**src/rtl/pipe_pkg.sv**
```systemverilog
// ============================================================
// pipe_pkg: shared types for pipeline sequencing control. Rev 1.0
// ============================================================
`default_nettype none

package pipe_pkg;

  typedef enum logic [1:0] {
    RUN      = 2'd0,
    MEM_WAIT = 2'd1,
    FLUSH    = 2'd2,
    ERR      = 2'd3
  } state_t;

  localparam logic [4:0] REG_ZERO = 5'd0;

  typedef struct packed {
    logic pc_we;
    logic ifid_we;
    logic ifid_flush;
    logic idex_we;
    logic idex_flush;
    logic exmem_we;
  } ctrl_t;

  localparam ctrl_t CTRL_RUN = '{pc_we: 1'b1, ifid_we: 1'b1, ifid_flush: 1'b0,
                                 idex_we: 1'b1, idex_flush: 1'b0, exmem_we: 1'b1};
  localparam ctrl_t CTRL_RESET = '{pc_we: 1'b0, ifid_we: 1'b0, ifid_flush: 1'b1,
                                   idex_we: 1'b0, idex_flush: 1'b1, exmem_we: 1'b0};
  localparam ctrl_t CTRL_HOLD = '{pc_we: 1'b0, ifid_we: 1'b0, ifid_flush: 1'b0,
                                  idex_we: 1'b0, idex_flush: 1'b0, exmem_we: 1'b0};
  localparam ctrl_t CTRL_FLUSH = '{pc_we: 1'b1, ifid_we: 1'b1, ifid_flush: 1'b1,
                                   idex_we: 1'b1, idex_flush: 1'b1, exmem_we: 1'b1};
  // Bubble: PC and IF/ID hold, ID/EX loads a cleared slot.
  localparam ctrl_t CTRL_BUBBLE = '{pc_we: 1'b0, ifid_we: 1'b0, ifid_flush: 1'b0,
                                    idex_we: 1'b1, idex_flush: 1'b1, exmem_we: 1'b1};

  function automatic logic src_hits(input logic used, input logic [4:0] src,
                                    input logic [4:0] dst);
    return used && (src == dst);
  endfunction

endpackage

`default_nettype wire

```
**src/rtl/sat_counter.sv**
```systemverilog
// ============================================================
// sat_counter: up-counter that sticks at all-ones. Rev 1.0
// ============================================================
`default_nettype none

module sat_counter #(
  parameter int WIDTH = 16
) (
  input  logic             clk,
  input  logic             rst_n,
  input  logic             inc,
  output logic [WIDTH-1:0] count
);

  localparam logic [WIDTH-1:0] C_ONE = WIDTH'(1);
  localparam logic [WIDTH-1:0] C_MAX = '1;

  logic [WIDTH-1:0] r_count;

  always_ff @(posedge clk or negedge rst_n) begin
    if (!rst_n) begin
      r_count <= '0;
    end else if (inc && (r_count != C_MAX)) begin
      r_count <= r_count + C_ONE;
    end
  end

  assign count = r_count;

endmodule

`default_nettype wire

```
**src/rtl/hazard_ctrl.sv**
```systemverilog
// ============================================================
// hazard_ctrl: load-use, branch-flush and memory-freeze sequencing. Rev 1.0
// ============================================================
`default_nettype none

module hazard_ctrl
  import pipe_pkg::*;
#(
  parameter int MEM_TIMEOUT = 15,
  parameter int BR_EXTRA    = 0,
  parameter int CNT_W       = 16
) (
  input  logic             reloj,
  input  logic             resetn,
  input  logic [4:0]       rs_id,
  input  logic [4:0]       rt_id,
  input  logic             uses_rs,
  input  logic             uses_rt,
  input  logic             mem_read_exe,
  input  logic [4:0]       rt_exe,
  input  logic             branch_taken,
  input  logic             mem_busy,
  output logic             pc_we,
  output logic             ifid_we,
  output logic             ifid_flush,
  output logic             idex_we,
  output logic             idex_flush,
  output logic             exmem_we,
  output logic             mem_err,
  output logic [CNT_W-1:0] stall_cnt
);

  localparam logic [7:0] C_TIMEOUT_M1 = 8'(MEM_TIMEOUT - 1);
  localparam logic [1:0] C_BR_EXTRA   = 2'(BR_EXTRA);
  localparam bit         C_HAS_EXTRA  = (BR_EXTRA > 0);

  state_t      r_state;
  logic [7:0]  r_wait_cnt;
  logic [1:0]  r_flush_cnt;

  logic        w_load_use;
  ctrl_t       w_ctrl;
  logic        w_stall_inc;

  assign w_load_use = mem_read_exe && (rt_exe != REG_ZERO) &&
                      (src_hits(uses_rs, rs_id, rt_exe) || src_hits(uses_rt, rt_id, rt_exe));

  // A releasing MEM_WAIT falls through to the RUN rules below.
  always_comb begin
    w_ctrl = CTRL_RUN;
    if (!resetn) begin
      w_ctrl = CTRL_RESET;
    end else if (r_state == ERR) begin
      w_ctrl = CTRL_HOLD;
    end else if (mem_busy) begin
      w_ctrl = CTRL_HOLD;
    end else if (branch_taken || (r_state == FLUSH)) begin
      w_ctrl = CTRL_FLUSH;
    end else if (w_load_use) begin
      w_ctrl = CTRL_BUBBLE;
    end
  end

  assign pc_we      = w_ctrl.pc_we;
  assign ifid_we    = w_ctrl.ifid_we;
  assign ifid_flush = w_ctrl.ifid_flush;
  assign idex_we    = w_ctrl.idex_we;
  assign idex_flush = w_ctrl.idex_flush;
  assign exmem_we   = w_ctrl.exmem_we;
  assign mem_err    = resetn && (r_state == ERR);

  always_ff @(posedge reloj or negedge resetn) begin
    if (!resetn) begin
      r_state     <= RUN;
      r_wait_cnt  <= '0;
      r_flush_cnt <= '0;
    end else if (r_state != ERR) begin
      if (mem_busy) begin
        // The wait count is zero outside MEM_WAIT, so this also covers MEM_TIMEOUT=1.
        r_state    <= (r_wait_cnt == C_TIMEOUT_M1) ? ERR : MEM_WAIT;
        r_wait_cnt <= r_wait_cnt + 8'd1;
      end else begin
        r_wait_cnt <= '0;
        if (branch_taken) begin
          if (C_HAS_EXTRA) begin
            r_state     <= FLUSH;
            r_flush_cnt <= C_BR_EXTRA;
          end else begin
            r_state <= RUN;
          end
        end else if ((r_state == FLUSH) && (r_flush_cnt > 2'd1)) begin
          r_flush_cnt <= r_flush_cnt - 2'd1;
        end else begin
          r_state <= RUN;
        end
      end
    end
  end

  assign w_stall_inc = resetn && !w_ctrl.pc_we && (r_state != ERR);

  sat_counter #(
    .WIDTH (CNT_W)
  ) u_stall_cnt (
    .clk   (reloj),
    .rst_n (resetn),
    .inc   (w_stall_inc),
    .count (stall_cnt)
  );

endmodule

`default_nettype wire
```
**config.mk**
```make
export PLATFORM = sky130hd
export DESIGN_NAME = hazard_ctrl
export DESIGN_NICKNAME = d
export VERILOG_FILES = /design/src/rtl/pipe_pkg.sv /design/src/rtl/sat_counter.sv /design/src/rtl/hazard_ctrl.sv
export SDC_FILE = /design/constraint.sdc
export NUM_CORES = 1
export LEC_CHECK = 0
export CAP_MARGIN = 20
export CORE_MARGIN = 2
export CORE_UTILIZATION = 30
export CTS_CLUSTER_DIAMETER = 50
export DETAILED_ROUTE_END_ITERATION = 10
export HOLD_SLACK_MARGIN = 0.08
export SYNTH_ARGS = -nofsm -noshare
export SYNTH_HDL_FRONTEND = slang
export SYNTH_SLANG_ARGS = --single-unit
```
**constraint.sdc**
```tcl
create_clock -name reloj -period 3.4 [get_ports reloj]
set_input_delay 0.51 -clock reloj [delete_from_list [all_inputs] [get_ports reloj]]
set_output_delay 0.51 -clock reloj [all_outputs]
set_load 0.02 [all_outputs]
```
==> impl_metrics.prom <==
# TYPE chip_impl_metric gauge
chip_impl_metric{name="final_util",unit=""} 0.428
chip_impl_metric{name="gp_congestion",unit=""} 0.725
chip_impl_metric{name="die_outline_width",unit="um"} 77.2
chip_impl_metric{name="floorplan.die_area",unit="um^2"} 5960
chip_impl_info{name="worstSetupPathType",value="primary input to primary output"} 1
chip_impl_metric{name="post_synth.cell_area_avg",unit="um^2"} 9.80
chip_impl_metric{name="syn_nets",unit=""} 190
chip_impl_metric{name="syn_inst",unit=""} 164
chip_impl_info{name="hold_class",value="flip-flop to flip-flop"} 1
chip_impl_info{name="tritoncts_clock_tree",value="built"} 1
chip_impl_metric{name="post_route_cells_drive_above_1_share",unit=""} 0.108
chip_impl_info{name="crit_path_start_kind",value="primary input"} 1
chip_impl_metric{name="grt-ovfl-total",unit=""} 0
chip_impl_metric{name="sequential_fraction_of_the_synthesis_area",unit=""} 0.436
chip_impl_metric{name="share_of_yosys_cell_area_claimed_by_the_top_area_cell_type",unit=""} 0.436
chip_impl_metric{name="design.portCount",unit=""} 45
chip_impl_metric{name="dp.final_hpwl",unit="um"} 2600
chip_impl_metric{name="fmaxAchievable",unit="MHz"} 306
chip_impl_info{name="path_cells",value="clkdlybuf4s50_1 -> or4_1 -> o21ai_2 -> and2b_2 -> a21boi_0 -> clkdlybuf4s50_1"} 1
chip_impl_metric{name="groute.usage.overall",unit=""} 0.117
chip_impl_info{name="synthFlopType",value="dfrtp_1"} 1
chip_impl_metric{name="cts-hold-fix-buffers",unit=""} 0
chip_impl_metric{name="worst_slew_margin_rel",unit=""} 0.748
chip_impl_metric{name="clk-insertion-delay-late",unit="ns"} 0.27
chip_impl_metric{name="antenna_cells",unit=""} 0
chip_impl_info{name="synth.largest_area_cell",value="dfrtp_1"} 1
chip_impl_metric{name="mappedNetlistArea",unit="um^2"} 1610
chip_impl_metric{name="finalCritPeriodShare",unit=""} 0.960
chip_impl_metric{name="p_leak",unit="nW"} 0.915
chip_impl_metric{name="worst-endpoint-required",unit="ns"} 2.89
chip_impl_metric{name="cts.sink_count",unit=""} 28
chip_impl_metric{name="worst_path_largest_cell_delay",unit="ns"} 0.66
chip_impl_metric{name="pre_cts_ws",unit="ns"} 0.111
chip_impl_info{name="clock_tree.root_cell",value="clkbuf_8"} 1
chip_impl_metric{name="layout.filler_cells",unit=""} 535
chip_impl_info{name="synth_most_common_cell",value="dfrtp_1"} 1
chip_impl_metric{name="cellPowerDensity",unit="nW/um^2"} 427
chip_impl_metric{name="unique_masters_post_synth",unit=""} 37
chip_impl_info{name="post_synth_main_area_contributors",value="dfrtp_1 (44%), xnor2_1 (13%), nand2_1 (5.6%)"} 1
chip_impl_metric{name="timing.max_cap.violations",unit=""} 0
chip_impl_metric{name="ir_worst_vdd",unit="mV"} 0.196
chip_impl_metric{name="count_of_nets_left_with_antenna_violations_after_detail_routing",unit=""} 0
chip_impl_metric{name="cts_post_setup_buffers_inserted",unit=""} 0
chip_impl_metric{name="cts_made_buffers",unit=""} 3
chip_impl_metric{name="nets",unit=""} 240
chip_impl_metric{name="placement_rows",unit=""} 26
chip_impl_metric{name="final-setup-viol-count",unit=""} 0
chip_impl_metric{name="grt_max_degree",unit=""} 18
chip_impl_metric{name="first_global_vias",unit=""} 1274
chip_impl_metric{name="final-max-slew-violation-count",unit=""} 0
chip_impl_metric{name="floorplan.initialDensity",unit=""} 0.313
chip_impl_metric{name="grt_pass1_wl",unit="um"} 5840
chip_impl_metric{name="port_buffers",unit=""} 44
chip_impl_metric{name="final-hold-violation-count",unit=""} 0
chip_impl_info{name="critPathMostFrequentCell",value="clkdlybuf4s50_1"} 1
chip_impl_metric{name="ys_seq_elements",unit=""} 28
chip_impl_info{name="critPathSlowestCell",value="clkdlybuf4s50_1"} 1
chip_impl_metric{name="drt_first_pass_iters",unit=""} 4
chip_impl_info{name="synth.top_cells.by_count",value="dfrtp_1 (28), nand2_1 (24), xnor2_1 (24)"} 1
chip_impl_metric{name="antenna_found_initial",unit=""} 0
chip_impl_metric{name="routedWlPerCell",unit="um"} 11.9
chip_impl_metric{name="asyncSetResetFlopFracSynth",unit=""} 1.00
chip_impl_metric{name="detailroute.via_count",unit=""} 1330
chip_impl_metric{name="core-area",unit="um^2"} 5140
chip_impl_metric{name="yosysWarnings",unit=""} 0
chip_impl_metric{name="final_critical_path_setup_slack",unit="ns"} 0.136
chip_impl_metric{name="post_layout_nonfiller_instances",unit=""} 283
chip_impl_metric{name="timing_worst_slew_pin_value",unit="ns"} 0.378
chip_impl_metric{name="finalWirelength",unit="um"} 3360
chip_impl_metric{name="htreeDepth",unit=""} 1
chip_impl_metric{name="tns",unit="ns"} 0
chip_impl_info{name="outcome",value="finished clean"} 1
chip_impl_metric{name="drt-initial-drc-count",unit=""} 34
chip_impl_metric{name="crit_fanout",unit=""} 3
chip_impl_metric{name="clkSlewWorstSetupHoldPaths",unit="ns"} 0.10
chip_impl_metric{name="chipHeight",unit="um"} 77.2
chip_impl_metric{name="post_drt_via_cell_ratio",unit=""} 4.70
chip_impl_metric{name="post_cts_resized",unit=""} 0
chip_impl_metric{name="worstPathArrival",unit="ns"} 2.75
chip_impl_metric{name="timing.clock.skew",unit="ns"} 0.00457
chip_impl_metric{name="synth_edf_count",unit=""} 0
chip_impl_info{name="critPathCaptureType",value="primary output"} 1
chip_impl_metric{name="route.detailed.drc",unit=""} 0
chip_impl_info{name="grt_setup_unrepaired",value="no"} 1
chip_impl_metric{name="fin_crit_period",unit="ns"} 3.26
chip_impl_metric{name="placed_cells",unit=""} 279
chip_impl_metric{name="cts-root-to-sink-buffers",unit=""} 2
chip_impl_metric{name="syn2layout_area_growth",unit="%"} 36.9
flip-flops by register name, indices dropped and copies added, names as in the netlist:
| register | cells |
|---|---|
| r_state | 2 |
| r_wait_cnt | 8 |
| u_stall_cnt.count | 16 |
| r_flush_cnt | 2 |
report_power, final:
part	total, mW	internal [mW]	switching, mW
Sequential	0.419	0.375	0.0442
Clock	0.263	0.157	0.105
Combinational	0.258	0.141	0.117
final cells by class:
type                            count  area [um^2]  area share
Multi-Input combinational cell    126          837       0.380
Sequential cell                    28          701       0.318
Timing Repair Buffer               50          485       0.221
Tap cell                           70         87.6      0.0398
Clock buffer                        3         41.3      0.0188
Clock inverter                      1         30.0      0.0136
Inverter                            5         18.8     0.00853
per-stage QoR:
step / total power, mW / instance area, um^2 / hold slack, ns
2_1_floorplan: 0.555 / 1610 / 0.214
3_3_place_gp: 0.683 / 2130 / 0.471
3_5_place_dp: 0.687 / 2130 / 0.470
4_1_cts: 0.952 / 2200 / 0.489
5_1_grt: 0.988 / 2200 / 0.526
6_report: 0.939 / 2200 / 0.486
cell usage in the layout, fill, tap and decap left out, types with 2 or more instances in the layout:
cell	instances
o21ai_0	4
inv_1	5
nand3_2	3
and2_1	2
mux2_2	3
nor3_1	2
ha_1	4
nand2_1	24
nand3_1	13
or4_1	2
and3_1	6
nor2_1	10
buf_4	6
xor2_1	2
xnor2_1	24
nand4b_1	2
clkdlybuf4s50_1	44
clkbuf_8	3
nand4_1	6
o31ai_1	3
dfrtp_1	28
worst max-delay path: cells and delay by family:
kind | cells | cell delay, ns
simple gates | 2 | 0.74
buf+inv | 2 | 1.12
compound gates | 2 | 0.39
worst paths after layout:
kind                                 startpoint  slack, ns                    to  depth (start not counted)
hold / removal                   r_flush_cnt[0]       0.49        r_flush_cnt[0]                          1
min in group asynchronous                resetn       0.59        r_flush_cnt[1]                          2
setup reg to reg           u_stall_cnt.count[0]       1.30  u_stall_cnt.count[1]                          8
setup / recovery                      rt_exe[3]       0.14                 pc_we                          6
hold reg to reg                  r_flush_cnt[0]       0.49        r_flush_cnt[0]                          1
max in group asynchronous                resetn       2.35         r_wait_cnt[4]                          3
routing by layer:
| layer | track usage | wire length, um | up-vias |
|---|---|---|---|
| li1 | - | - | 664 |
| met1 | 0.154 | 1560 | 634 |
| met2 | 0.196 | 1590 | 30 |
| met3 | 0.0212 | 170 | 2 |
| met4 | 0.0375 | 38 | 0 |
| met5 | 0 | 0 | - |
cell families after synthesis:
kind of cell / after synthesis / synth area share
xor gates and xnor gates: 26 / 0.142
buffers and inverters: 10 / 0.0436
DFF: 28 / 0.436
adders and majority gates: 4 / 0.0311
and+or+nand+nor: 81 / 0.275
AOI/OAI and AO/OA: 12 / 0.0521
muxes: 3 / 0.0210
Note: power is estimated with default switching activity, not from simulation.
